[config.mk]
export PLATFORM = sky130hd
export DESIGN_NAME = motor_seq_ctrl
export DESIGN_NICKNAME = d
export VERILOG_FILES = /design/src/rtl/motor_seq_ctrl_pkg.sv /design/src/rtl/mctrl_pat_det.sv /design/src/rtl/motor_seq_ctrl.sv
export SDC_FILE = /design/constraint.sdc
export NUM_CORES = 1
export LEC_CHECK = 0
export CORE_AREA = 2 2 43 45
export CTS_CLUSTER_DIAMETER = 80
export DETAILED_ROUTE_END_ITERATION = 10
export DIE_AREA = 0 0 45 47
export HOLD_SLACK_MARGIN = 0.05
export PLACE_DENSITY_LB_ADDON = 0.05
export SYNTH_ARGS = -nofsm -noshare
export SYNTH_HDL_FRONTEND = slang
export SYNTH_SLANG_ARGS = --single-unit
export TNS_END_PERCENT = 30
[constraint.sdc]
create_clock -name clk -period 2.38 [get_ports clk]
set_input_delay 0.476 -clock clk [delete_from_list [all_inputs] [get_ports clk]]
set_output_delay 0.476 -clock clk [all_outputs]
set_load 0.005 [all_outputs]
[src/rtl/motor_seq_ctrl_pkg.sv]
// rtl/motor_seq_ctrl_pkg.sv - state encoding and debug widths for motor_seq_ctrl
package motor_seq_ctrl_pkg;

   typedef enum logic [2:0] {
      IDLE   = 3'd0,
      PULSE  = 3'd1,
      SEEK   = 3'd2,
      WAIT_Y = 3'd3,
      HOLD   = 3'd4,
      FAIL   = 3'd5
   } mctrl_state_t;

   localparam int DBG_STATE_W = 3;
   localparam int DBG_MATCH_W = 8;

endpackage

[src/rtl/mctrl_pat_det.sv]
// rtl/mctrl_pat_det.sv - overlapping serial pattern detector with fill tracking
module mctrl_pat_det #(
   parameter int               PAT_W   = 3,
   parameter logic [PAT_W-1:0] PATTERN = 3'b101
) (
   input  logic clk,
   input  logic reset,
   input  logic clear,
   input  logic en,
   input  logic x,
   output logic match
);

   localparam int HW = (PAT_W > 1) ? PAT_W - 1 : 1;
   localparam int FW = $clog2(PAT_W + 1);

   // Only the newest PAT_W-1 bits are kept; the oldest bit never takes part in a compare.
   logic [HW-1:0]    r_hist;
   logic [FW-1:0]    r_fill;
   logic [PAT_W-1:0] w_window;

   generate
      if (PAT_W == 1) begin : g_single
         assign w_window = x;
      end else begin : g_multi
         assign w_window = {r_hist, x};
      end
   endgenerate

   assign match = en && (w_window == PATTERN) && (r_fill >= FW'(PAT_W - 1));

   always_ff @(posedge clk) begin
      if (reset || clear) begin
         r_hist <= '0;
         r_fill <= '0;
      end else if (en) begin
         r_hist <= w_window[HW-1:0];
         if (r_fill != FW'(PAT_W))
            r_fill <= r_fill + 1'b1;
      end
   end

endmodule

[src/rtl/motor_seq_ctrl.sv]
// rtl/motor_seq_ctrl.sv - motor-start supervisor: pulse, pattern seek, y window, hold/fail
// Optional debug ports state_dbg/match_cnt under MOTOR_SEQ_CTRL_DBG_EN.
module motor_seq_ctrl
   import motor_seq_ctrl_pkg::*;
#(
   parameter int               PAT_W   = 3,
   parameter logic [PAT_W-1:0] PATTERN = 3'b101,
   parameter int               TIMEOUT = 2
) (
   input  logic clk,
   input  logic reset,
   input  logic x,
   input  logic y,
   input  logic rearm,
`ifdef MOTOR_SEQ_CTRL_DBG_EN
   output logic [DBG_STATE_W-1:0] state_dbg,
   output logic [DBG_MATCH_W-1:0] match_cnt,
`endif
   output logic f,
   output logic g,
   output logic locked_on,
   output logic locked_off
);

   localparam int WCNT_W = $clog2(TIMEOUT + 1);

   mctrl_state_t      r_state;
   mctrl_state_t      w_next_state;
   logic [WCNT_W-1:0] r_wcnt;
   logic [WCNT_W-1:0] w_next_wcnt;
   logic              w_match;

   mctrl_pat_det #(
      .PAT_W   (PAT_W),
      .PATTERN (PATTERN)
   ) u_pat_det (
      .clk   (clk),
      .reset (reset),
      .clear (r_state != SEEK),
      .en    (r_state == SEEK),
      .x     (x),
      .match (w_match)
   );

   always_comb begin
      w_next_state = IDLE;
      w_next_wcnt  = '0;
      case (r_state)
         IDLE:   w_next_state = PULSE;
         PULSE:  w_next_state = SEEK;
         SEEK:   w_next_state = w_match ? WAIT_Y : SEEK;
         WAIT_Y: begin
            if (y)
               w_next_state = HOLD;
            else if (r_wcnt == WCNT_W'(TIMEOUT - 1))
               w_next_state = FAIL;
            else begin
               w_next_state = WAIT_Y;
               w_next_wcnt  = r_wcnt + 1'b1;
            end
         end
         HOLD:   w_next_state = rearm ? PULSE : HOLD;
         FAIL:   w_next_state = rearm ? PULSE : FAIL;
         default: w_next_state = IDLE;
      endcase
   end

   always_ff @(posedge clk) begin
      if (reset) begin
         r_state <= IDLE;
         r_wcnt  <= '0;
      end else begin
         r_state <= w_next_state;
         r_wcnt  <= w_next_wcnt;
      end
   end

   assign f          = (r_state == PULSE);
   assign g          = (r_state == WAIT_Y) || (r_state == HOLD);
   assign locked_on  = (r_state == HOLD);
   assign locked_off = (r_state == FAIL);

`ifdef MOTOR_SEQ_CTRL_DBG_EN
   logic [DBG_MATCH_W-1:0] r_match_cnt;

   always_ff @(posedge clk) begin
      if (reset)
         r_match_cnt <= '0;
      else if (w_match && (r_state == SEEK) && (r_match_cnt != '1))
         r_match_cnt <= r_match_cnt + 1'b1;
   end

   assign state_dbg = r_state;
   assign match_cnt = r_match_cnt;
`else
`endif

endmodule

==> summary.txt <==
Run status
  – Status: completed

Layout
  – Ant. Diodes: 0
  – Final core utilization: 0.3394
  – Final instance area: 560.5 sq um
  – Nets: 68
  – Share of cells above drive strength 1: 0.08475
  – Layout area overhead: 24.79%
  – Finished Layout Cells: 76
  – Fillers: 178

Yosys
  – Yosys cell types: 22
  – Syn Inst Count: 49
  – Sequential area share after synthesis: 0.4011
  – Leading post-synthesis cells by cell area: dfxtp_1 (40%), ha_1 (8.4%), nor2_1 (6.7%)
  – Async SR Flop Fraction: 0
  – Synthesized area per cell: between 9 and 10 sq um
  – Cell taking the most area after synthesis: dfxtp_1
  – Yosys Warn Count: 0
  – FF+latch count, synth: 9
  – Synth cell count leaders: dfxtp_1 (9), nor2_1 (8)
  – Post-synth top area share: 0.4011
  – Synthesized area: approximately 450 sq um
  – Post-synth EDFFs: 0
  – Synth Net Count: 57
  – Post-synth top flop: dfxtp_1
  – Count leader, synth: dfxtp_1

Placed design
  – Final GP Congestion: 0.7547
  – Count of buffers from port buffering: 8
  – Final HPWL DP: ~660 um
  – Placed cells: 72
  – Setup slack at placement: around 0.52 ns
  – Placed inst area: 534.3 sq um

Worst setup path
  – CP Data Arrival Time: 1.65 ns
  – Worst path cell trace: inv_1 -> nor3_1 -> or2b_1 -> clkdlybuf4s50_1
  – Max stage delay on crit path: roughly 0.5 ns
  – Crit path buf inv count: 2
  – Worst setup SP type: flop
  – Worst-path fanout max: 7
  – Crit path kind: reg2out
  – Top Family by Delay on Critical Path: buffers and inverters
  – WP data required: approximately 1.9 ns
  – CP max stage cell: clkdlybuf4s50_1
  – Crit end category: primary output

Timing
  – Worst slew margin: 0.7370
  – Final period util: 0.8950
  – Setup TNS: 0 ns
  – Slew at the pin with the worst max-slew slack: a little under 0.4 ns
  – Slew Viols, Final: 0
  – Final min period: about 2.1 ns
  – WHS: between 0.4 and 0.5 ns
  – Final Hold Violating Endpoints: 0
  – Setup Skew: 0.002842 ns
  – Endpoints failing setup: 0
  – RSZ-0062 raised after global routing: no
  – Fmax: roughly 470 MHz
  – Worst Slack Setup Final: about 0.25 ns

GRT
  – Initial antenna violation count: 0
  – Vias in the first global route: between 300 and 400
  – All-layer global routing usage: 0.09425
  – Remaining global-route overflow: 0
  – First-pass GRT wire length: around 1.4 mm
  – Pin count of the biggest net entering global routing: 12

Clock tree
  – Cts repair resizes: 0
  – Clock Latency Late Sink: 0.25 ns
  – Sink Count: 9
  – Hold-fix buffer count after cts: 0
  – Root buffer cell: clkbuf_4
  – CTS tree: done
  – Clock-pin slew on the worst setup and hold paths: roughly 0.06 ns
  – Post-CTS Setup Bufs: 0
  – CTS H-tree depth: 1
  – Number of CTS-inserted buffers: 3
  – CTS max path bufs: 2

Pwr
  – PD cells: ~600 mW/mm^2
  – Pwr Total: 0.3375 mW
  – LEAKAGE: roughly 0.24 nW
  – VDD IR max: roughly 0.18 mV

Hold path
  – Path type of the worst min-delay path: reg2reg

Floorplanning
  – Core area: 0.001652 sq mm
  – Die Ht: 47 um
  – Boundary pin count: 9
  – Rows: 15
  – Die footprint: 0.002115 sq mm
  – Die X: 45 um
  – Initial Utilization: 0.2720

Route
  – Routed len/inst: roughly 11 um
  – Drt initial violations: 3
  – Routed wire length: between 800 and 900 um
  – DR DRC count: 0
  – Vias: ~380
  – Antenna Nets Post-Route: 0
  – Drt pass-1 iters: 4
  – Vias/cell: a little under 5

Job
  – Max-Cap Viols: 0
routing by layer:
metal  vias up  share of wire  GRT usage
met2        10           0.46     0.1457
li1        188              -          -
met5         -              0          0
met4         0              0    0.07059
met3         0          0.055    0.02692
met1       177           0.48     0.1111
power breakdown:
part / total (mW) / internal, mW / switching [mW]
logic: 0.0460 / 0.0289 / 0.0171
clock network: 0.115 / 0.0644 / 0.0507
registers: 0.176 / 0.159 / 0.0178
total: 0.338 / 0.252 / 0.0855
sequential cells by signal, indices dropped and copies added, names as in the netlist:
register and cells:
u_pat_det.r_hist 2, u_pat_det.r_fill 2, r_wcnt 2, r_state 3
kinds of logic (layout without fill, tap and decap cells):
| logic type | after synthesis | count (layout) | synth area share |
|---|---|---|---|
| adders and majority gates | 3 | 3 | 0.08357 |
| xor gates and xnor gates | 1 | 1 | 0.01950 |
| buffers and inverters | 5 | 15 | 0.06127 |
| AOI/OAI and AO/OA | 6 | 6 | 0.09192 |
| DFF | 9 | 9 | 0.4011 |
| and+or+nand+nor | 25 | 25 | 0.3426 |
area by class of cell:
class                           instances  area [sq um]  area share
Timing Repair Buffer                    8         80.08      0.1429
Multi-Input combinational cell         35         241.5      0.4308
Sequential cell                         9         180.2      0.3214
Clock buffer                            4         26.28     0.04687
Inverter                                3         11.26     0.02009
Tap cell                               17         21.27     0.03795
cell usage in the layout, fill, tap and decap left out:
cell type and instances:
xor2_1 1, nand3_1 1, or2b_1 1, clkbuf_1 1, o211a_1 1, nand3b_4 1
ha_1 3, clkdlybuf4s50_1 8, dfxtp_1 9, nor3_1 2, a211oi_1 1, nand2_1 1
clkbuf_4 3, and2_1 2, or3_1 2, or4_4 1, nor3b_1 3, o31a_1 1
inv_1 3, nor2_1 8, nand2b_1 1, a21oi_1 3, nor4_1 2
final timing paths:
kind,from,end,slack [ns],cells after the start
worst max register to register,r_state[0],r_wcnt[0],1.11,3
worst min register to register,r_wcnt[0],r_wcnt[0],0.43,1
worst min-delay path,r_wcnt[0],r_wcnt[0],0.43,1
worst max-delay path,r_state[2],g,0.25,4
No activity file was read; power rests on OpenSTA's default activity.
